$ cat src/rtl/lcd_pkg.sv
// Shared constants and types for the HD44780 16x2 frame controller.
// Holds the LCD command bytes, the top-level state encoding, the write
// phase enum and two small command helpers.
package lcd_pkg;

    // HD44780 command bytes
    localparam logic [7:0] FUNC_SET   = 8'h38;  // 8-bit bus, 2 lines, 5x8 font
    localparam logic [7:0] DISP_ON    = 8'h0C;  // display on, cursor off
    localparam logic [7:0] DISP_BLINK = 8'h0D;  // display on, blinking cursor
    localparam logic [7:0] ENTRY      = 8'h06;  // increment address, no shift
    localparam logic [7:0] CLEAR      = 8'h01;  // clear display, home
    localparam logic [7:0] LINE1      = 8'h80;  // DDRAM address 0x00
    localparam logic [7:0] LINE2      = 8'hC0;  // DDRAM address 0x40

    // Top-level sequencer states
    typedef logic [2:0] state_t;
    localparam state_t ST_PWR_WAIT = 3'd0;
    localparam state_t ST_INIT     = 3'd1;
    localparam state_t ST_CLR_WAIT = 3'd2;
    localparam state_t ST_L1_ADDR  = 3'd3;
    localparam state_t ST_L1_CHAR  = 3'd4;
    localparam state_t ST_L2_ADDR  = 3'd5;
    localparam state_t ST_L2_CHAR  = 3'd6;
    localparam state_t ST_CUR_ADDR = 3'd7;

    // Phases of one bus write
    typedef enum logic [1:0] {
        PH_SETUP = 2'd0,
        PH_PULSE = 2'd1,
        PH_HOLD  = 2'd2
    } phase_e;

    // Command issued at each of the four init steps
    function automatic logic [7:0] init_cmd(input logic [1:0] step, input logic blink);
        logic [7:0] cmd;
        case (step)
            2'd0:    cmd = FUNC_SET;
            2'd1:    cmd = blink ? DISP_BLINK : DISP_ON;
            2'd2:    cmd = ENTRY;
            default: cmd = CLEAR;
        endcase
        return cmd;
    endfunction

    // Set-DDRAM-address command for a 0..31 character position
    function automatic logic [7:0] cursor_cmd(input logic [4:0] pos);
        return (pos[4] ? LINE2 : LINE1) | {4'h0, pos[3:0]};
    endfunction

endpackage

$ cat src/rtl/hd44780_frame_ctrl_write_seq.sv
// Three-phase HD44780 bus write engine (SETUP, PULSE, HOLD).
// Handshake: a write is accepted on an en_clk tick when start=1 and busy=0;
// rs_in/data_in are captured on that tick (SETUP). busy stays high through
// SETUP and PULSE and drops in HOLD, so the next write can be accepted on
// the tick that ends HOLD, giving back-to-back writes of exactly 3 ticks.
// done is high during PULSE: the strobe ends on the next en_clk tick.
module hd44780_write_seq
    import lcd_pkg::*;
(
    input  logic       clk,
    input  logic       rst,
    input  logic       en_clk,
    input  logic       start,
    input  logic       rs_in,
    input  logic [7:0] data_in,
    output logic       busy,
    output logic       done,
    output logic       lcd_e,
    output logic       lcd_rs,
    output logic [7:0] lcd_data
);

    logic       active_q, active_d;
    phase_e     phase_q, phase_d;
    logic       e_q, e_d;
    logic       rs_q, rs_d;
    logic [7:0] data_q, data_d;

    assign busy     = active_q && (phase_q != PH_HOLD);
    assign done     = active_q && (phase_q == PH_PULSE);
    assign lcd_e    = e_q;
    assign lcd_rs   = rs_q;
    assign lcd_data = data_q;

    // Phase sequencing; rs/data are only reloaded when a new write starts
    always_comb begin
        active_d = active_q;
        phase_d  = phase_q;
        e_d      = e_q;
        rs_d     = rs_q;
        data_d   = data_q;
        if (en_clk) begin
            if (!active_q || phase_q == PH_HOLD) begin
                e_d     = 1'b0;
                phase_d = PH_SETUP;
                if (start) begin
                    active_d = 1'b1;
                    rs_d     = rs_in;
                    data_d   = data_in;
                end else begin
                    active_d = 1'b0;
                end
            end else if (phase_q == PH_SETUP) begin
                phase_d = PH_PULSE;
                e_d     = 1'b1;
            end else begin
                phase_d = PH_HOLD;
                e_d     = 1'b0;
            end
        end
    end

    // State and bus registers
    always_ff @(posedge clk) begin
        if (rst) begin
            active_q <= 1'b0;
            phase_q  <= PH_SETUP;
            e_q      <= 1'b0;
            rs_q     <= 1'b0;
            data_q   <= 8'h00;
        end else begin
            active_q <= active_d;
            phase_q  <= phase_d;
            e_q      <= e_d;
            rs_q     <= rs_d;
            data_q   <= data_d;
        end
    end

endmodule

$ cat src/rtl/hd44780_frame_ctrl.sv
// HD44780 16x2 frame controller: power-up wait, init commands, then an
// endless refresh of both lines from the upstream character mux.
// Optional feature macro: LCD_CURSOR_EN adds a cursor[4:0] input, a
// blinking cursor in init, and a cursor-address command after line 2.
// All steps advance only on clk edges where en_clk=1.
module hd44780_frame_ctrl
    import lcd_pkg::*;
#(
    parameter int PWR_TICKS = 20,   // >= 1
    parameter int CLR_TICKS = 2
)
(
    input  logic       clk,
    input  logic       rst,
    input  logic       en_clk,
    input  logic [7:0] data_char,
`ifdef LCD_CURSOR_EN
    input  logic [4:0] cursor,
`endif
    output logic [4:0] index_char,
    output logic       lcd_rs,
    output logic       lcd_rw,
    output logic       lcd_e,
    output logic [7:0] lcd_data
);

    localparam int PWR_W = (PWR_TICKS > 0) ? $clog2(PWR_TICKS + 1) : 1;
    localparam int CLR_W = (CLR_TICKS > 0) ? $clog2(CLR_TICKS + 1) : 1;
    localparam logic [PWR_W-1:0] PWR_LAST = PWR_W'(PWR_TICKS - 1);
    localparam logic [CLR_W-1:0] CLR_LAST = CLR_W'(CLR_TICKS - 1);
`ifdef LCD_CURSOR_EN
    localparam logic BLINK = 1'b1;
`else
    localparam logic BLINK = 1'b0;
`endif

    state_t           state_q, state_d;
    logic [1:0]       step_q, step_d;
    logic [PWR_W-1:0] pwr_cnt_q, pwr_cnt_d;
    logic [CLR_W-1:0] clr_cnt_q, clr_cnt_d;
    logic [4:0]       index_q, index_d;

    logic       req_valid;
    logic       req_rs;
    logic [7:0] req_data;
    logic       seq_busy;
    logic       seq_done;
    logic       accept;

    // A pending request launches on any tick where the write engine is free
    assign accept     = en_clk && !seq_busy;
    assign lcd_rw     = 1'b0;
    assign index_char = index_q;

    hd44780_write_seq u_write_seq (
        .clk      (clk),
        .rst      (rst),
        .en_clk   (en_clk),
        .start    (req_valid),
        .rs_in    (req_rs),
        .data_in  (req_data),
        .busy     (seq_busy),
        .done     (seq_done),
        .lcd_e    (lcd_e),
        .lcd_rs   (lcd_rs),
        .lcd_data (lcd_data)
    );

    // Command sequencing: each state requests one write and moves on when it launches
    always_comb begin
        state_d   = state_q;
        step_d    = step_q;
        pwr_cnt_d = pwr_cnt_q;
        clr_cnt_d = clr_cnt_q;
        req_valid = 1'b0;
        req_rs    = 1'b0;
        req_data  = 8'h00;
        case (state_q)
            ST_PWR_WAIT: begin
                if (en_clk) begin
                    if (pwr_cnt_q == PWR_LAST) begin
                        state_d   = ST_INIT;
                        pwr_cnt_d = '0;
                    end else begin
                        pwr_cnt_d = pwr_cnt_q + PWR_W'(1);
                    end
                end
            end
            ST_INIT: begin
                req_valid = 1'b1;
                req_data  = init_cmd(step_q, BLINK);
                if (accept) begin
                    step_d = step_q + 2'd1;
                    if (step_q == 2'd3) begin
                        state_d = (CLR_TICKS == 0) ? ST_L1_ADDR : ST_CLR_WAIT;
                    end
                end
            end
            ST_CLR_WAIT: begin
                // Counting starts once the clear write has reached HOLD
                if (accept) begin
                    if (clr_cnt_q == CLR_LAST) begin
                        state_d   = ST_L1_ADDR;
                        clr_cnt_d = '0;
                    end else begin
                        clr_cnt_d = clr_cnt_q + CLR_W'(1);
                    end
                end
            end
            ST_L1_ADDR: begin
                req_valid = 1'b1;
                req_data  = LINE1;
                if (accept) state_d = ST_L1_CHAR;
            end
            ST_L1_CHAR: begin
                req_valid = 1'b1;
                req_rs    = 1'b1;
                req_data  = data_char;
                if (accept && index_q[3:0] == 4'hF) state_d = ST_L2_ADDR;
            end
            ST_L2_ADDR: begin
                req_valid = 1'b1;
                req_data  = LINE2;
                if (accept) state_d = ST_L2_CHAR;
            end
            ST_L2_CHAR: begin
                req_valid = 1'b1;
                req_rs    = 1'b1;
                req_data  = data_char;
                if (accept && index_q[3:0] == 4'hF) begin
`ifdef LCD_CURSOR_EN
                    state_d = ST_CUR_ADDR;
`else
                    state_d = ST_L1_ADDR;
`endif
                end
            end
`ifdef LCD_CURSOR_EN
            ST_CUR_ADDR: begin
                req_valid = 1'b1;
                req_data  = cursor_cmd(cursor);
                if (accept) state_d = ST_L1_ADDR;
            end
`endif
            default: begin
                state_d = ST_PWR_WAIT;
            end
        endcase
    end

    // Character index advances as a data write leaves PULSE, so it changes in HOLD
    always_comb begin
        index_d = index_q;
        if (en_clk && seq_done && lcd_rs) begin
            index_d = index_q + 5'd1;
        end
    end

    // Sequencer registers
    always_ff @(posedge clk) begin
        if (rst) begin
            state_q   <= ST_PWR_WAIT;
            step_q    <= 2'd0;
            pwr_cnt_q <= '0;
            clr_cnt_q <= '0;
            index_q   <= 5'd0;
        end else begin
            state_q   <= state_d;
            step_q    <= step_d;
            pwr_cnt_q <= pwr_cnt_d;
            clr_cnt_q <= clr_cnt_d;
            index_q   <= index_d;
        end
    end

endmodule

$ cat config.mk
export PLATFORM = sky130hd
export DESIGN_NAME = hd44780_frame_ctrl
export DESIGN_NICKNAME = d
export VERILOG_FILES = /design/src/rtl/lcd_pkg.sv /design/src/rtl/hd44780_frame_ctrl_write_seq.sv /design/src/rtl/hd44780_frame_ctrl.sv
export SDC_FILE = /design/constraint.sdc
export NUM_CORES = 1
export LEC_CHECK = 0
export CORE_MARGIN = 2
export CORE_UTILIZATION = 40
export DETAILED_ROUTE_END_ITERATION = 7
export DONT_BUFFER_PORTS = 1
export GPL_TIMING_DRIVEN = 0
export PLACE_DENSITY = 0.51
export SYNTH_ARGS = -nofsm -noshare
export SYNTH_HDL_FRONTEND = slang
export SYNTH_SLANG_ARGS = --single-unit
$ cat constraint.sdc
create_clock -name clk -period 1.75 [get_ports clk]
set_input_delay 0.2625 -clock clk [delete_from_list [all_inputs] [get_ports clk]]
set_output_delay 0.2625 -clock clk [all_outputs]
set_load 0.005 [all_outputs]
=== After elaboration in Yosys (flattened, before gate mapping) ===
Index checks and enable logic that the tools add are counted.

* Register bits after elaboration: 30
* Input bits: 11
* Output and inout port bits: 16

* Eq/ne operators: 25
* Add/sub/neg operators: 4
* Mux-type cells: 22
* Reduce and logical (&&, ||, !) cells: 20

{| class="wikitable"
|+ Operators by type and width
! operator !! count
|-
| one-hot mux 8 bit (4 select lines) || 1
|-
| 2-to-1 mux 3 bit || 10
|-
| != test 2 bit, second input constant || 11
|-
| one-hot mux 3 bit (7 select lines) || 1
|-
| one-hot mux 6 bit (3 select lines) || 1
|-
| adder 5 x 1 -> 5 bit, second input constant || 2
|-
| AND reduction 10 bit || 1
|-
| == test 3 bit, second input constant || 3
|-
| AND reduction 2 bit || 4
|-
| == test 2 x 1 -> 1 bit, second input constant || 3
|-
| == test 2 bit, second input constant || 3
|-
| == test 3 x 2 -> 1 bit, second input constant || 2
|-
| logical AND 1 bit || 6
|-
| 2-to-1 mux 2 bit || 3
|-
| == test 5 bit, second input constant || 1
|-
| 2-to-1 mux 1 bit || 5
|-
| 2-to-1 mux 5 bit || 1
|-
| OR reduction 5 bit || 1
|-
| adder 2 x 1 -> 2 bit, second input constant || 2
|-
| == test 4 bit, second input constant || 1
|-
| logical NOT 2 bit || 2
|-
| == test 3 x 1 -> 1 bit, second input constant || 1
|-
| logical NOT 3 bit || 1
|-
| AND reduction 3 bit || 1
|-
| 3 further kinds || 4
|}

=== Logic depth before layout (Yosys ltp) ===
Gate-level depths: netlist (run 1).

* Word-level depth: 7
* Gate-level depth with buffers: 6
* Gate-level depth less buffers: 6

=== Cells and area by module ===
From an unflattened synthesis (run 1), not the netlist that was laid out.

* Cell total of the unflattened synthesis: 184
* Area, all modules: 1636.6 um^2

{| class="wikitable"
|+ Modules (own cells, without submodules)
! module !! seq. area each (um^2) !! cells an instance !! area each (um^2) !! times used
|-
| hd44780_frame_ctrl || 340.3 || 127 || 1086.0 || 1
|-
| hd44780_write_seq || 240.2 || 57 || 550.5 || 1
|}

=== Least setup slack after synthesis (run 1) ===
No wires, ideal clock.

* Path kind: register to register
* Start: register state_q[2]
* End: register pwr_cnt_q[4]
* Stages on the path, launching flop included: 6
* Arrival time: 1.359 ns
* Data required time: 1.675 ns
* Path slack: 0.316 ns
* Buffers on the path: 1
* Path through: dfxtp_1 -> buf_6 -> nor4b_4 -> nand2_2 -> or3_1 -> a31oi_1

* Longest elaborated chain between the ends: 2

{| class="wikitable"
|+ RTL lines
! what !! line !! text
|-
| start, declared || hd44780_frame_ctrl.sv:37 || <nowiki>state_t state_q, state_d;</nowiki>
|-
| start signal, assigned || hd44780_frame_ctrl.sv:168 || <nowiki>state_q <= state_d;</nowiki>
|-
| logical NOT 3 bit || hd44780_frame_ctrl.sv:78 || <nowiki>case (state_q)</nowiki>
|-
| AND reduction 2 bit (no source line) || - ||
|-
| end signal, assigned || hd44780_frame_ctrl.sv:170 || <nowiki>pwr_cnt_q <= pwr_cnt_d;</nowiki>
|-
| end, declared || hd44780_frame_ctrl.sv:39 || <nowiki>logic [PWR_W-1:0] pwr_cnt_q, pwr_cnt_d;</nowiki>
|}

No other way between the ends.
A chain may end at the register's enable or synchronous reset.

=== Final worst setup path (run 1) ===
* Start: register state_q[0]
* End: register u_write_seq.data_q[5] (netlist: u_write_seq.lcd_data[5])

* Longest elaborated chain between the ends: 4
* Elaborated cells between the ends (all ways): 10
* Classes of those cells: eq/ne (5); mux (2); reduce/logical (3)

{| class="wikitable"
|+ RTL lines
! what !! line !! text
|-
| == test 3 bit, or another cell as far along || hd44780_frame_ctrl.sv:78 ||
|-
| OR reduction 5 bit (no source line) || - ||
|-
| 2-to-1 mux 1 bit || hd44780_frame_ctrl.sv:78 ||
|-
| AND reduction 3 bit (no source line) || - ||
|-
| end signal, assigned || hd44780_frame_ctrl_write_seq.sv:76 || <nowiki>data_q <= data_d;</nowiki>
|-
| end, declared || hd44780_frame_ctrl_write_seq.sv:27 || <nowiki>logic [7:0] data_q, data_d;</nowiki>
|}

Several ways; a longest one is shown, not always the timed one.

==> results of run 1 <==
cells by family (layout without fill, tap and decap cells):
logic type	count (synthesis)	after routing
AOI/OAI and AO/OA	49	49
xor gates and xnor gates	7	7
adders and majority gates	6	6
buffers and inverters	19	27
DFF	29	29
muxes	4	4
other	1	1
and+or+nand+nor	61	61
worst max-delay path, delay by kind of cell (launching register included):
family           cells  cell delay [ns]
AO/OA/AOI/OAI        2             0.72
flip-flops           1             0.45
AND/OR/NAND/NOR      2             0.35
flip-flops by register name (all words and copies together) (netlist names):
signal                cells
step_q                    2
index_char                5
u_write_seq.phase_q       2
pwr_cnt_q                 5
u_write_seq.lcd_rs        1
state_q                   3
u_write_seq.lcd_data      8
u_write_seq.active_q      1
clr_cnt_q                 2
metal layers:
metal | track usage, % | wire [um] | vias to the layer above
met5 | 0 | 0 | -
met4 | 6.25 | 45 | 0
met3 | 7.02 | 209 | 6
met2 | 28.5 | 1550 | 30
met1 | 22.3 | 1500 | 581
li1 | - | - | 632
how the worst max path moves through the flow:
stage          slack, ns                                   end                           startpoint
6_report            0.16  u_write_seq.lcd_data[5]$_SDFFE_PP0P_              state_q[0]$_SDFFE_PP0P_
5_1_grt             0.03  u_write_seq.lcd_data[5]$_SDFFE_PP0P_  u_write_seq.phase_q[0]$_SDFFE_PP0P_
4_1_cts             0.06  u_write_seq.lcd_data[6]$_SDFFE_PP0P_  u_write_seq.phase_q[0]$_SDFFE_PP0P_
3_5_place_dp        0.08  u_write_seq.lcd_data[6]$_SDFFE_PP0P_  u_write_seq.phase_q[0]$_SDFFE_PP0P_
3_3_place_gp        0.10  u_write_seq.lcd_data[6]$_SDFFE_PP0P_  u_write_seq.phase_q[0]$_SDFFE_PP0P_
2_1_floorplan       0.32             pwr_cnt_q[4]$_SDFFE_PP0P_              state_q[2]$_SDFFE_PP0P_
power groups by stage:
stage	Clock, mW	Combinational [mW]	Sequential (mW)
final	0.604	0.116	0.692
after detailed placement	0	0.116	0.706
after CTS	0.628	0.117	0.691
after global placement	0	0.114	0.706
after global routing	0.664	0.132	0.694
after floorplan	0	0.0918	0.703
cell usage after synthesis:
library cell,n
dfxtp_1,29
nor2_1,21
a21oi_1,15
o21ai_0,15
nand2_1,10
inv_1,9
ha_1,6
xnor2_1,6
a31oi_1,5
nand2b_1,5
nor3_1,5
clkbuf_1,4
nand3_1,4
nand3b_1,4
a22oi_1,3
mux2i_1,3
nor2b_1,3
buf_1,2
buf_2,2
o211a_1,2
or3_1,2
a2111oi_2,1
a2111oi_4,1
a221oi_1,1
a31o_2,1
and3_1,1
buf_4,1
buf_6,1
conb_1,1
mux2_2,1
nand2_2,1
nand4_1,1
nor4_1,1
nor4b_4,1
nor4bb_1,1
o2111ai_1,1
o211ai_1,1
o21a_1,1
o221a_2,1
o31ai_1,1
or3b_1,1
xor2_1,1
stage by stage:
stage	hold slack (ns)	util [%]	power [mW]	cells
after floorplan	0.420	-	0.794	176
after global placement	0.427	42.8	0.820	224
after CTS	0.135	45.6	1.44	232
after detailed placement	0.427	42.8	0.823	224
after global routing	0.133	45.9	1.49	232
final	0.140	45.9	1.41	232
what timing repair did:
item	in CTS	in global routing
setup endpoints to repair	0	6
gates resized for setup	0	2
hold buffers	0	0
cell type report:
cell class	instances	area [um^2]
fillers	396	1970
well taps	48	60.1
flip-flops and latches	29	581
inverters	9	33.8
plain buffers	10	51.3
clock buffers	7	96.3
multi-input cells	128	840
clock inverters	1	5.00
==> flow_metrics.env, run 1 <==
export IMPL_via_per_inst=5.38
export IMPL_seq_power_share_pct=49.0
export IMPL_grt_max_degree=11
export IMPL_dp_slack_ns=0.0810
export IMPL_syn_to_final_growth_pct=11.5
export IMPL_wire_per_inst_um=14.3
export IMPL_clkPwrFrac_pct=42.8
export IMPL_p_int_mw=1.08
export IMPL_crit_reg2reg_launch="state_q[0]$_SDFFE_PP0P_"
export IMPL_drive_gt1_share_pct=11.4
export IMPL_timing_final_crit_share_pct=90.6
export IMPL_postRouteAntennaNets=0
export IMPL_p_leak_nw=0.590
export IMPL_synth_top_cells_by_area="dfxtp_1 (39%), nor2_1 (5.3%), a21oi_1 (5.0%)"
export IMPL_yosysTopAreaCell="dfxtp_1"
export IMPL_ios=27
export IMPL_syn_nets=193
export IMPL_clk_pin_slew_worst_paths_ns=0.06
export IMPL_netlist_instances=176
export IMPL_crit_arrival_ns=1.79
export IMPL_drt_total_wl_mm=3.31
export IMPL_overflow=0
export IMPL_synth_xor_area_share_pct=4.10
export IMPL_seq_area_frac_synth_pct=38.8
export IMPL_cts_sinks=29
export IMPL_final_common_cell="dfxtp_1"
export IMPL_cp_start_kind="register"
export IMPL_worst_pin_slew_ns=0.765
export IMPL_slew_headroom_pct=48.5
export IMPL_power_density_nw_per_um2=847
export IMPL_antenna_cells=0
export IMPL_synth_top_area_share_pct=38.8
export IMPL_crit_required_ns=1.96
export IMPL_syn_mean_instance_area_um2=8.50
export IMPL_cap_violations=0
export IMPL_cts_buffer_depth=2
export IMPL_antenna_found_initial=0
export IMPL_dr_pass1_iters=4
export IMPL_num_rows=22
export IMPL_grt_pass1_vias=1242
export IMPL_htree_levels=2
export IMPL_vias=1249
export IMPL_synth_fa_ha_area_share_pct=5.02
export IMPL_synth_area_um2=1500
export IMPL_cts_root_buf="clkbuf_8"
export IMPL_grt_use_total_pct=18.0
export IMPL_clock_fmax_ghz=0.630
export IMPL_swShare_pct=23.9
export IMPL_rsz0062_at_grt="false"
export IMPL_status="finished, final reports clean"
export IMPL_slowest_stage="a2111oi_4"
export IMPL_cts_setup_buffers=0
export IMPL_cts_buffers_inserted=5
export IMPL_skew_ns=0.00662
export IMPL_synth_seq_cells=29
export IMPL_die_h_um=65.1
export IMPL_drc=0
export IMPL_reg2reg_to="u_write_seq.lcd_data[5]$_SDFFE_PP0P_"
export IMPL_io_buffer_count=0
export IMPL_die_w_um=65.1
export IMPL_whs_endpoint="u_write_seq.lcd_data[5]$_SDFFE_PP0P_"
export IMPL_min_path_type="in -> reg"
export IMPL_ys_types=42
export IMPL_critPathMaxFanout=7
export IMPL_hpwlAfterDp_mm=2.44
export IMPL_crit_type="reg -> reg"
export IMPL_finalSetupViolCount=0
export IMPL_coreArea_um2=3630
export IMPL_p_comb_share_pct=8.2
export IMPL_dpl_cell_area_um2=1560
export IMPL_min_path_cells=2
export IMPL_min_from="data_char[5]"
export IMPL_yosys_warnings=0
export IMPL_mostFrequentLayoutCells="dfxtp_1 (29), nor2_1 (21), o21ai_0 (15)"
export IMPL_synth_simple_area_share_pct=21.5
export IMPL_reg2reg_setup_slack_ns=0.16
export IMPL_r2r_cells=4
export IMPL_p_sw_mw=0.337
export IMPL_globalplace_congestion=0.800
export IMPL_slew_viol_final=0
export IMPL_layout_nets=200
export IMPL_setup_tns_ns=0
export IMPL_cp_end_kind="register"
export IMPL_cts_tree="built"
export IMPL_post_route_cell_area_um2=1670
export IMPL_synth_top_family_by_area="compound AO/OA/AOI/OAI gates"
export IMPL_hold_viol_final=0
export IMPL_cp_cell_sequence="nand2b_1 > a2111oi_4 > nand2_1 > a31oi_1"
export IMPL_post_route_min_period_ns=1.59
export IMPL_slowest_delay_ns=0.54
export IMPL_die_area_um2=4240
export IMPL_synthMuxAreaShare_pct=2.76
export IMPL_irDropWorstVdd_mv=0.380
export IMPL_clock_latency_ns=0.28
export IMPL_drt_iter0_markers=54
export IMPL_grt_pass1_wl_mm=5.73
export IMPL_initial_core_util_pct=41.2
export IMPL_synth_compound_area_share_pct=21.8
export IMPL_setup_slack_ns=0.164
Note: power is estimated with default switching activity, not from simulation.
==> run 2, diff against run 1 <==
--- a/config.mk
+++ b/config.mk
@@ -13,4 +13,5 @@
 export PLACE_DENSITY = 0.51
 export SYNTH_ARGS = -nofsm -noshare
 export SYNTH_HDL_FRONTEND = slang
+export SYNTH_HIERARCHICAL = 1
 export SYNTH_SLANG_ARGS = --single-unit
==> flow_metrics.env, run 2 <==
export IMPL_cts_sinks=29
export IMPL_min_path_cells=2
export IMPL_hold_viol_final=0
export IMPL_grt_pass1_vias=1248
export IMPL_syn_nets=202
export IMPL_synth_top_cells_by_area="dfxtp_1 (35%), nand2b_1 (8.0%), mux2i_1 (6.1%)"
export IMPL_mostFrequentLayoutCells="dfxtp_1 (25), nand2b_1 (20), a21oi_1 (16), nor2_1 (16)"
export IMPL_cpMostUsedCell="nand2b_4"
export IMPL_crit_required_ns=1.91
export IMPL_seq_area_frac_synth_pct=35.5
export IMPL_min_path_type="in -> reg"
export IMPL_synth_area_um2=1640
export IMPL_die_h_um=68.0
export IMPL_dr_pass1_iters=4
export IMPL_clock_latency_ns=0.28
export IMPL_overflow=0
export IMPL_drc=0
export IMPL_synth_edff_count=0
export IMPL_final_common_cell="dfxtp_1"
export IMPL_timing_final_crit_share_pct=94.4
export IMPL_slowest_delay_ns=0.36
export IMPL_syn_mean_instance_area_um2=8.89
export IMPL_ios=27
export IMPL_utilization_pct=46.5
export IMPL_layout_nets=210
export IMPL_critPathMaxFanout=6
export IMPL_cp_start_kind="register"
export IMPL_die_w_um=68.0
export IMPL_post_route_min_period_ns=1.65
export IMPL_htree_levels=2
export IMPL_slew_viol_final=0
export IMPL_globalplace_congestion=0.789
export IMPL_postRouteAntennaNets=0
export IMPL_synthTopCellsByCount="dfxtp_1 (29), nand2b_1 (21), nor2_1 (17), a21oi_1 (16)"
export IMPL_grt_max_degree=12
export IMPL_cts_buffers_inserted=5
export IMPL_p_leak_nw=0.667
export IMPL_ys_types=45
export IMPL_antenna_found_initial=0
export IMPL_r2r_cells=7
export IMPL_async_flop_share_pct=0
export IMPL_status="finished, final reports clean"
export IMPL_crit_type="reg -> reg"
export IMPL_finalSetupViolCount=0
export IMPL_yosysMostFrequentCell="dfxtp_1"
export IMPL_hpwlAfterDp_mm=2.53
export IMPL_clock_fmax_ghz=0.606
export IMPL_final_seq_area_um2=588
export IMPL_slowest_stage="dfxtp_4"
export IMPL_synth_seq_cells=29
export IMPL_yosysTopAreaCell="dfxtp_1"
export IMPL_final_cells=243
export IMPL_multi_input_area_um2=995
export IMPL_n_fill_cell=414
export IMPL_io_buffer_count=0
export IMPL_power_density_nw_per_um2=711
export IMPL_largest_register_ffs=8
export IMPL_cts_root_buf="clkbuf_8"
export IMPL_cap_violations=0
export IMPL_drt_iter0_markers=16
export IMPL_cp_cell_sequence="nand2b_4 > and2_4 > nand2b_4 > o21ai_2 > a21oi_2 > a311oi_2 > mux2_4"
export IMPL_antenna_cells=0
export IMPL_irDropWorstVdd_mv=0.258
export IMPL_wire_per_inst_um=14.1
export IMPL_crit_arrival_ns=1.82
export IMPL_synth_top_area_share_pct=35.5
export IMPL_cts_tree="built"
export IMPL_via_per_inst=5.28
export IMPL_num_rows=23
export IMPL_coreArea_um2=3970
export IMPL_drive_gt1_share_pct=21.2
export IMPL_vias=1284
export IMPL_syn_to_final_growth_pct=12.9
export IMPL_cts_buffer_depth=2
export IMPL_yosys_warnings=6
export IMPL_drt_total_wl_mm=3.42
export IMPL_grt_use_total_pct=16.5
export IMPL_placed_cells=234
export IMPL_clk_pin_slew_worst_paths_ns=0.06
export IMPL_netlist_instances=184
export IMPL_synth_main_ff_cell="dfxtp_1"
export IMPL_die_area_um2=4620
export IMPL_skew_ns=0.00687
export IMPL_initial_core_util_pct=41.2
export IMPL_grt_pass1_wl_mm=5.62
export IMPL_postCtsHoldBufs=0
export IMPL_cp_end_kind="register"
==> run 2: per-stage QoR <==
stage                     worst slack (ns)  area, um^2  TNS (ns)  power [mW]  hold WS (ns)
after global placement              0.0298        1700         0       0.726         0.431
after CTS                          0.00954        1800         0        1.33         0.145
after floorplan                      0.126        1640         0       0.717         0.424
after detailed placement            0.0200        1700         0       0.727         0.441
after global routing              -0.00444        1850  -0.00444        1.36         0.150
final                               0.0985        1850         0        1.31         0.156
==> run 2: per-layer routing <==
layer | track usage, % | vias up | share of wire (%)
li1 | - | 652 | -
met3 | 5.43 | 7 | 5.1
met1 | 18.9 | 603 | 44
met5 | 0 | - | 0
met4 | 5.25 | 0 | 1.1
met2 | 28.9 | 22 | 49
==> run 2: cells by family (layout without fill, tap and decap cells) <==
family / Yosys count / after routing / synth area share (%)
AO/OA/AOI/OAI: 37 / 37 / 14.4
adder cells (fa/ha/maj): 7 / 7 / 5.35
AND/OR/NAND/NOR: 79 / 79 / 29.1
flip-flops: 29 / 29 / 35.5
XOR/XNOR: 5 / 5 / 2.68
buffers and inverters: 15 / 24 / 5.73
other: 1 / 1 / 0.229
multiplexers: 11 / 11 / 7.03
==> run 2: area by class of cell <==
cell class / instances / area share, %
Clock buffer: 7 / 5.21
Buffer: 10 / 4.06
Timing Repair Buffer: 1 / 0.406
Inverter: 5 / 1.02
Clock inverter: 1 / 0.271
Sequential cell: 29 / 31.8
Multi-Input combinational cell: 140 / 53.8
Tap cell: 50 / 3.39
==> run 2: worst paths after layout <==
check	startpoint	end	slack, ns
setup / recovery	u_write_seq/phase_q[0]$_SDFFE_PP0P_	state_q[0]$_SDFFE_PP0P_	0.1
setup reg to reg	u_write_seq/phase_q[0]$_SDFFE_PP0P_	state_q[0]$_SDFFE_PP0P_	0.1
hold / removal	en_clk	u_write_seq/phase_q[1]$_SDFFE_PP0P_	0.16
hold reg to reg	clr_cnt_q[1]$_SDFFE_PP0P_	clr_cnt_q[1]$_SDFFE_PP0P_	0.46
==> run 2: power by group <==
group	total [mW]	switching, mW	internal, mW
registers	0.666	0.00346	0.663
clock network	0.601	0.247	0.355
logic	0.0472	0.0256	0.0216
total	1.31	0.276	1.04
==> run 2: critical path: cells and delay by family, from the launching register on <==
family,cells,cell delay [ns]
muxes,1,0.32
AOI/OAI and AO/OA,3,0.40
and+or+nand+nor,3,0.45
DFF,1,0.36
==> run 2: timing repair <==
| action | in CTS | in global routing |
|---|---|---|
| endpoints found under the setup margin | 0 | 1 |
| buffers inserted | 0 | 1 |
| gates resized for setup | 0 | 12 |
